<file path="src/rtl/pp_seq_pkg.sv">
// Shared types and elaboration helpers for the ping/pong turn-taking sequencer.
//   state_e : sequencer states
//   side_e  : which agent a grant belongs to
package pp_seq_pkg;

  typedef enum logic [2:0] {
    IDLE = 3'd0,
    WAIT = 3'd1,
    PONG = 3'd2,
    PING = 3'd3,
    DONE = 3'd4
  } state_e;

  typedef enum logic {
    SIDE_PING = 1'b0,
    SIDE_PONG = 1'b1
  } side_e;

  // Bits needed to hold max_val; never narrower than one bit.
  function automatic int unsigned timer_width(input int unsigned max_val);
    return (max_val == 0) ? 1 : $clog2(max_val + 1);
  endfunction

  // Down-counter preload so that a phase of `cycles` length (min 1) expires in its last cycle.
  function automatic int unsigned first_load(input int unsigned cycles);
    return (cycles == 0) ? 0 : cycles - 1;
  endfunction

endpackage

</file>
<file path="src/rtl/ping_pong_sequencer_if.sv">
// Handshake bundle between the ping/pong agents and the sequencer.
//   start       : agents -> sequencer, start pulse
//   ping_ack    : agents -> sequencer, PING finished its turn
//   pong_ack    : agents -> sequencer, PONG finished its turn
//   ping_gnt    : sequencer -> agents, PING owns the resource
//   pong_gnt    : sequencer -> agents, PONG owns the resource
//   round_cnt   : completed PONG turns since the last accepted start
//   busy        : sequence in progress
//   done        : sequence ended (sticky)
//   timeout_err : watchdog fired (sticky)
interface ping_pong_sequencer_if #(
  parameter int unsigned CNT_W = 4
) ();

  logic             start;
  logic             ping_ack;
  logic             pong_ack;
  logic             ping_gnt;
  logic             pong_gnt;
  logic [CNT_W-1:0] round_cnt;
  logic             busy;
  logic             done;
  logic             timeout_err;

  modport master (
    output start, ping_ack, pong_ack,
    input  ping_gnt, pong_gnt, round_cnt, busy, done, timeout_err
  );

  modport slave (
    input  start, ping_ack, pong_ack,
    output ping_gnt, pong_gnt, round_cnt, busy, done, timeout_err
  );

endinterface

</file>
<file path="src/rtl/pp_cycle_timer.sv">
// Loadable down-counter with a registered expired flag (count == 0).
//   clk, rst  : clock, synchronous active-high reset
//   clear_i   : reload the counter with load_i (has priority over en_i)
//   load_i    : reload value
//   en_i      : count down by one, stopping at zero
//   expired_o : counter currently at zero
module pp_cycle_timer #(
  parameter int unsigned W = 4
) (
  input  logic         clk,
  input  logic         rst,
  input  logic         clear_i,
  input  logic [W-1:0] load_i,
  input  logic         en_i,
  output logic         expired_o
);

  logic [W-1:0] count_q, count_d;
  logic         expired_q, expired_d;

  // Next count and its zero flag, so the flag is registered with the count.
  always_comb begin
    count_d = count_q;
    if (clear_i) begin
      count_d = load_i;
    end else if (en_i && (count_q != '0)) begin
      count_d = count_q - W'(1);
    end
    expired_d = (count_d == '0);
  end

  always_ff @(posedge clk) begin
    if (rst) begin
      count_q   <= '0;
      expired_q <= 1'b1;
    end else begin
      count_q   <= count_d;
      expired_q <= expired_d;
    end
  end

  assign expired_o = expired_q;

endmodule

</file>
<file path="src/rtl/ping_pong_sequencer.sv">
// Turn-taking controller for two agents sharing one resource: after a start delay
// grants alternate PONG, PING, PONG ... until ROUNDS PONG turns completed, with an
// optional per-grant watchdog.
//   clk, rst : clock, synchronous active-high reset
//   pp_if    : slave side of the agent handshake bundle (start/acks in, grants/status out)
module ping_pong_sequencer
  import pp_seq_pkg::*;
#(
  parameter int unsigned START_DELAY = 100,
  parameter int unsigned ROUNDS      = 10,
  parameter int unsigned TIMEOUT     = 0,
  parameter int unsigned CNT_W       = $clog2(ROUNDS + 1)
) (
  input logic                  clk,
  input logic                  rst,
  ping_pong_sequencer_if.slave pp_if
);

  localparam int unsigned      TMR_MAX   = (START_DELAY > TIMEOUT) ? START_DELAY : TIMEOUT;
  localparam int unsigned      TMR_W     = timer_width(TMR_MAX);
  localparam logic [TMR_W-1:0] WAIT_LOAD = TMR_W'(first_load(START_DELAY));
  localparam logic [TMR_W-1:0] WDOG_LOAD = TMR_W'(first_load(TIMEOUT));
  localparam logic [CNT_W-1:0] ROUNDS_C  = CNT_W'(ROUNDS);
  localparam bit               WDOG_EN   = (TIMEOUT != 0);

  state_e           state_q, state_d;
  logic [CNT_W-1:0] round_cnt_q, round_cnt_d, cnt_inc_c;
  logic             terr_q, terr_d;
  logic             ping_gnt_q, pong_gnt_q, busy_q, done_q;
  logic             tmr_clear_c, tmr_en_c, tmr_expired;
  logic [TMR_W-1:0] tmr_load_c;

  // One timer serves the start delay in WAIT and the watchdog in the grant states.
  pp_cycle_timer #(.W(TMR_W)) u_timer (
    .clk       (clk),
    .rst       (rst),
    .clear_i   (tmr_clear_c),
    .load_i    (tmr_load_c),
    .en_i      (tmr_en_c),
    .expired_o (tmr_expired)
  );

  // Saturating increment of the completed-turn count.
  assign cnt_inc_c = (round_cnt_q == ROUNDS_C) ? round_cnt_q : round_cnt_q + CNT_W'(1);
  assign tmr_en_c  = (state_q == WAIT) || (state_q == PONG) || (state_q == PING);

  // Next-state, counter and timer control.
  always_comb begin
    state_d     = state_q;
    round_cnt_d = round_cnt_q;
    terr_d      = terr_q;
    tmr_clear_c = 1'b0;
    tmr_load_c  = '0;

    case (state_q)
      IDLE, DONE: begin
        if (pp_if.start) begin
          state_d     = WAIT;
          round_cnt_d = '0;
          terr_d      = 1'b0;
        end
      end
      WAIT: begin
        if (tmr_expired) state_d = PONG;
      end
      PONG: begin
        // An ack in the expiry cycle still takes the normal handoff.
        if (pp_if.pong_ack) begin
          round_cnt_d = cnt_inc_c;
          state_d     = (cnt_inc_c == ROUNDS_C) ? DONE : PING;
        end else if (WDOG_EN && tmr_expired) begin
          state_d = DONE;
          terr_d  = 1'b1;
        end
      end
      PING: begin
        if (pp_if.ping_ack) begin
          state_d = PONG;
        end else if (WDOG_EN && tmr_expired) begin
          state_d = DONE;
          terr_d  = 1'b1;
        end
      end
      default: state_d = IDLE;
    endcase

    // Every state change restarts the timer for the phase being entered.
    if (state_d != state_q) begin
      tmr_clear_c = 1'b1;
      tmr_load_c  = (state_d == WAIT) ? WAIT_LOAD : WDOG_LOAD;
    end
  end

  // State and registered outputs, decoded from the next state so they track it exactly.
  always_ff @(posedge clk) begin
    if (rst) begin
      state_q     <= IDLE;
      round_cnt_q <= '0;
      terr_q      <= 1'b0;
      ping_gnt_q  <= 1'b0;
      pong_gnt_q  <= 1'b0;
      busy_q      <= 1'b0;
      done_q      <= 1'b0;
    end else begin
      state_q     <= state_d;
      round_cnt_q <= round_cnt_d;
      terr_q      <= terr_d;
      ping_gnt_q  <= (state_d == PING);
      pong_gnt_q  <= (state_d == PONG);
      busy_q      <= (state_d == WAIT) || (state_d == PONG) || (state_d == PING);
      done_q      <= (state_d == DONE);
    end
  end

  assign pp_if.ping_gnt    = ping_gnt_q;
  assign pp_if.pong_gnt    = pong_gnt_q;
  assign pp_if.round_cnt   = round_cnt_q;
  assign pp_if.busy        = busy_q;
  assign pp_if.done        = done_q;
  assign pp_if.timeout_err = terr_q;

endmodule

</file>
<file path="src/flat_wrapper.sv">
// flat-port wrapper written by rule: the top's interface ports become plain ports
module ping_pong_sequencer_flat import pp_seq_pkg::*;
#(
  parameter int unsigned START_DELAY = 100,
  parameter int unsigned ROUNDS      = 10,
  parameter int unsigned TIMEOUT     = 0,
  parameter int unsigned CNT_W       = $clog2(ROUNDS + 1)
)
  (clk, rst, pp_if_start, pp_if_ping_ack, pp_if_pong_ack, pp_if_ping_gnt, pp_if_pong_gnt, pp_if_round_cnt, pp_if_busy, pp_if_done, pp_if_timeout_err);
  ping_pong_sequencer_if #(.CNT_W(CNT_W)) pp_if_i ();
  input logic clk;
  input logic rst;
  input wire logic [$bits(pp_if_i.start)-1:0] pp_if_start;
  input wire logic [$bits(pp_if_i.ping_ack)-1:0] pp_if_ping_ack;
  input wire logic [$bits(pp_if_i.pong_ack)-1:0] pp_if_pong_ack;
  output wire logic [$bits(pp_if_i.ping_gnt)-1:0] pp_if_ping_gnt;
  output wire logic [$bits(pp_if_i.pong_gnt)-1:0] pp_if_pong_gnt;
  output wire logic [$bits(pp_if_i.round_cnt)-1:0] pp_if_round_cnt;
  output wire logic [$bits(pp_if_i.busy)-1:0] pp_if_busy;
  output wire logic [$bits(pp_if_i.done)-1:0] pp_if_done;
  output wire logic [$bits(pp_if_i.timeout_err)-1:0] pp_if_timeout_err;
  assign pp_if_i.start = pp_if_start;
  assign pp_if_i.ping_ack = pp_if_ping_ack;
  assign pp_if_i.pong_ack = pp_if_pong_ack;
  assign pp_if_ping_gnt = pp_if_i.ping_gnt;
  assign pp_if_pong_gnt = pp_if_i.pong_gnt;
  assign pp_if_round_cnt = pp_if_i.round_cnt;
  assign pp_if_busy = pp_if_i.busy;
  assign pp_if_done = pp_if_i.done;
  assign pp_if_timeout_err = pp_if_i.timeout_err;
  ping_pong_sequencer #(.START_DELAY(START_DELAY), .ROUNDS(ROUNDS), .TIMEOUT(TIMEOUT), .CNT_W(CNT_W)) u_core (.clk(clk), .rst(rst), .pp_if(pp_if_i));
endmodule
</file>
<file path="config.mk">
export PLATFORM = sky130hd
export DESIGN_NAME = ping_pong_sequencer_flat
export DESIGN_NICKNAME = d
export VERILOG_FILES = /design/src/rtl/pp_seq_pkg.sv /design/src/rtl/ping_pong_sequencer_if.sv /design/src/rtl/pp_cycle_timer.sv /design/src/rtl/ping_pong_sequencer.sv /design/src/flat_wrapper.sv
export SDC_FILE = /design/constraint.sdc
export NUM_CORES = 1
export LEC_CHECK = 0
export CAP_MARGIN = 20
export CORE_MARGIN = 2
export CORE_UTILIZATION = 50
export CTS_CLUSTER_SIZE = 24
export DETAILED_ROUTE_END_ITERATION = 8
export DONT_BUFFER_PORTS = 1
export PLACE_DENSITY_LB_ADDON = 0.25
export REMOVE_ABC_BUFFERS = 1
export SLEW_MARGIN = 20
export SYNTH_ARGS = -nofsm -noshare
export SYNTH_HDL_FRONTEND = slang
export SYNTH_HIERARCHICAL = 1
export SYNTH_SLANG_ARGS = --single-unit
</file>
<file path="constraint.sdc">
create_clock -name clk -period 2.15 [get_ports clk]
set_clock_uncertainty 0.2 [all_clocks]
set_input_delay 0.43 -clock clk [delete_from_list [all_inputs] [get_ports clk]]
set_output_delay 0.43 -clock clk [all_outputs]
set_load 0.005 [all_outputs]
</file>
==> results.yml <==
synthesis:
  ys_ff_latch: 19
  ys.flop_type: "dfxtp_1"
  ys_async_sr_fraction: 0
  synth_area_sq_um: 1260
  yosys_warnings: 6
  synth_most_common_cell: "dfxtp_1"
  synth_area_leaders: "dfxtp_1, nor2_1, ha_1, a21oi_1, mux2i_1"
  yosys.area.top_type_share: 0.302
  synth-edff-count: 0
  postSynthCellCount: 138
  synth.largest_area_cell: "dfxtp_1"
  synth_cell_type_count: 59
  synth_common_cells: "dfxtp_1, nor2_1, a21oi_1, inv_1, nand2_1"
  yosysSeqAreaShare: 0.302
  synth.avg_cell_area_sq_um: 9.11
timing:
  grt_setup_unrepaired: "true"
  fin_crit_ns: 2.14
  finalSetupViolations: 0
  post-route-period-util: 0.996
  drv_slew: 0
  final_hold_viol_count: 0
  timing.fmax_mhz: 467
  final.setup.worst_slack_ns: 0.00908
cts:
  cts_tree: "yes"
  clock_latency_ns: 0.29
  cts_max_level: 1
  clk_pin_slew_worst_paths_ns: 0.11
  cts_made_buffers: 3
  clock_path_buffers: 2
  cts-root-buf: "clkbuf_4"
  cts_sinks: 19
floorplan:
  core-area_sq_um: 2430
  row_count: 18
  die_h_um: 54.2
  start_util: 0.517
  chipWidth_um: 54.2
  dieArea_sq_um: 2930
  ios: 14
run:
  maxCapViolations: 0
route:
  drc: 0
  dr.pass1.iters: 4
  vias: 1140
  wl_um: 3200
  wl_per_cell_um: 16.4
  drtIter0Drc: 18
  viasPerCell: 5.85
  postRouteAntennaNets: 0
worst_setup_path:
  crit_slowest_cell: "dfxtp_4"
  critical-path-top-delay-family: "compound AO/OA/AOI/OAI gates"
  critPathKind: "reg2reg"
  cp-start-kind: "flop"
  crit_path_end_kind: "flop"
  cp_cell_sequence: "nor2b_1 -> a211o_1 -> a21oi_2 -> nor2_4 -> buf_12 -> nor4_2 -> nand3b_1 -> nand3_2 -> nor4b_4 -> a41o_1"
  worst-path-max-fanout: 7
  path_buf_inv: 1
  critPathArrivalTime_ns: 2.13
  cp.required_ns: 2.14
  crit_path_max_incr_delay_ns: 0.39
worst_hold_path:
  hp-class: "in2reg"
grt:
  grt_max_degree: 12
  antenna_found_initial: 0
  grtUsageTotal: 0.214
  grt_pass1_vias: 1041
  grt_pass1_wl_um: 4620
  grt_remaining_overflow: 0
pwr:
  peakVddDrop_mv: 0.870
  p_leak_uw: 0.000644
  p_per_area_nw_per_um2: 1270
layout:
  multi_input_area_sq_um: 940
  area_delta_synth_final_pct: 30.8
  drive_above_1_share: 0.388
  seq_area_sq_um: 390
  diodes: 0
  final_nets: 175
  final_area_sq_um: 1650
  nFillCells: 191
placement:
  place.gp.congestion: 0.845
  portBuffers: 0
  placed_area_sq_um: 1400
  dpl.hpwl_um: 2080
  dp_slack_ns: -0.156
outcome:
  status: "complete, no violations"
state kept, by name, indices dropped and copies added (netlist names):
register                  cells
u_core/pp_if.busy             1
u_core/u_timer/count_q        7
u_core/u_timer/expired_o      1
u_core/state_q                3
u_core/pp_if.ping_gnt         1
u_core/pp_if.round_cnt        4
u_core/pp_if.done             1
u_core/pp_if.pong_gnt         1
metrics by stage:
stage                util  setup TNS, ns  hold slack, ns  cells  power [uW]
floorplan               -         -0.148           0.295    135        1160
global placement    0.574         -0.120           0.298    182        1450
detailed placement  0.574         -0.156           0.298    182        1470
CTS                 0.604              0        0.000111    188        1700
global route        0.676        -0.0446          0.0182    195        2220
finish              0.676              0          0.0348    195        2090
placed cells by master (no fill, tap or decap), types with 3 or more instances in the layout:
cell type and n:
a21oi_1 5, buf_4 21, clkbuf_4 3, conb_1 4, dfxtp_1 15, dlygate4sd3_1 3, ha_1 3, inv_1 4
inv_2 3, mux2i_1 3, nand2_1 7, nand3b_1 4, nor2_1 14, nor2_2 3, nor2b_1 4
area by class of cell:
class / count / area share
multi-input combinational: 108 / 0.571
sequential: 19 / 0.237
timing repair buffer: 26 / 0.133
tap: 30 / 0.0228
inverter: 8 / 0.0198
clock buffer: 4 / 0.0160
repair_timing:
action,in CTS,in global routing
gates resized for setup,6,26
setup buffers,0,6
setup endpoints to repair,1,1
endpoints found under the hold margin,8,5
pin swaps,1,14
hold buffers,2,1
power breakdown:
group / internal [uW] / switching [uW]
combinational: 720 / 639
clock: 71.9 / 106
sequential: 443 / 105
worst register-to-register path: stages, from the launching register on:
cell and delay, ns:
dfxtp_4 0.39, nor2b_1 0.06, a211o_1 0.28, a21oi_2 0.20, nor2_4 0.08, buf_12 0.14, nor4_2 0.14, nand3b_1 0.15
nand3_2 0.11, nor4b_4 0.05, a41o_1 0.24
layer usage:
layer | share of wire | global-route usage | vias to the layer above
li1 | - | - | 567
met1 | 0.46 | 0.284 | 544
met2 | 0.49 | 0.355 | 23
met3 | 0.035 | 0.0417 | 6
met4 | 0.013 | 0.0500 | 0
met5 | 0 | 0 | -
path summary, 6_finish.rpt:
check                                  startpoint                       end  slack [ns]  cells past startpoint
worst max-delay path            u_core/state_q[0]  u_core/u_timer/expired_o       0.009                     10
worst min-delay path                          rst  u_core/u_timer/expired_o        0.03                      1
worst max register to register  u_core/state_q[0]  u_core/u_timer/expired_o       0.009                     10
worst min register to register  u_core/state_q[0]     u_core/pp_if.pong_gnt        0.41                      2
cells by family (layout without fill, tap and decap cells):
family	Yosys count	in the layout	synth area share
AOI/OAI and AO/OA	32	32	0.201
xor gates and xnor gates	1	1	0.00697
adders and majority gates	4	4	0.0398
buffers and inverters	14	38	0.0637
DFF	19	19	0.302
muxes	4	4	0.0328
other	1	4	0.00298
and+or+nand+nor	63	63	0.350
Power figures use the tool's default switching activity.
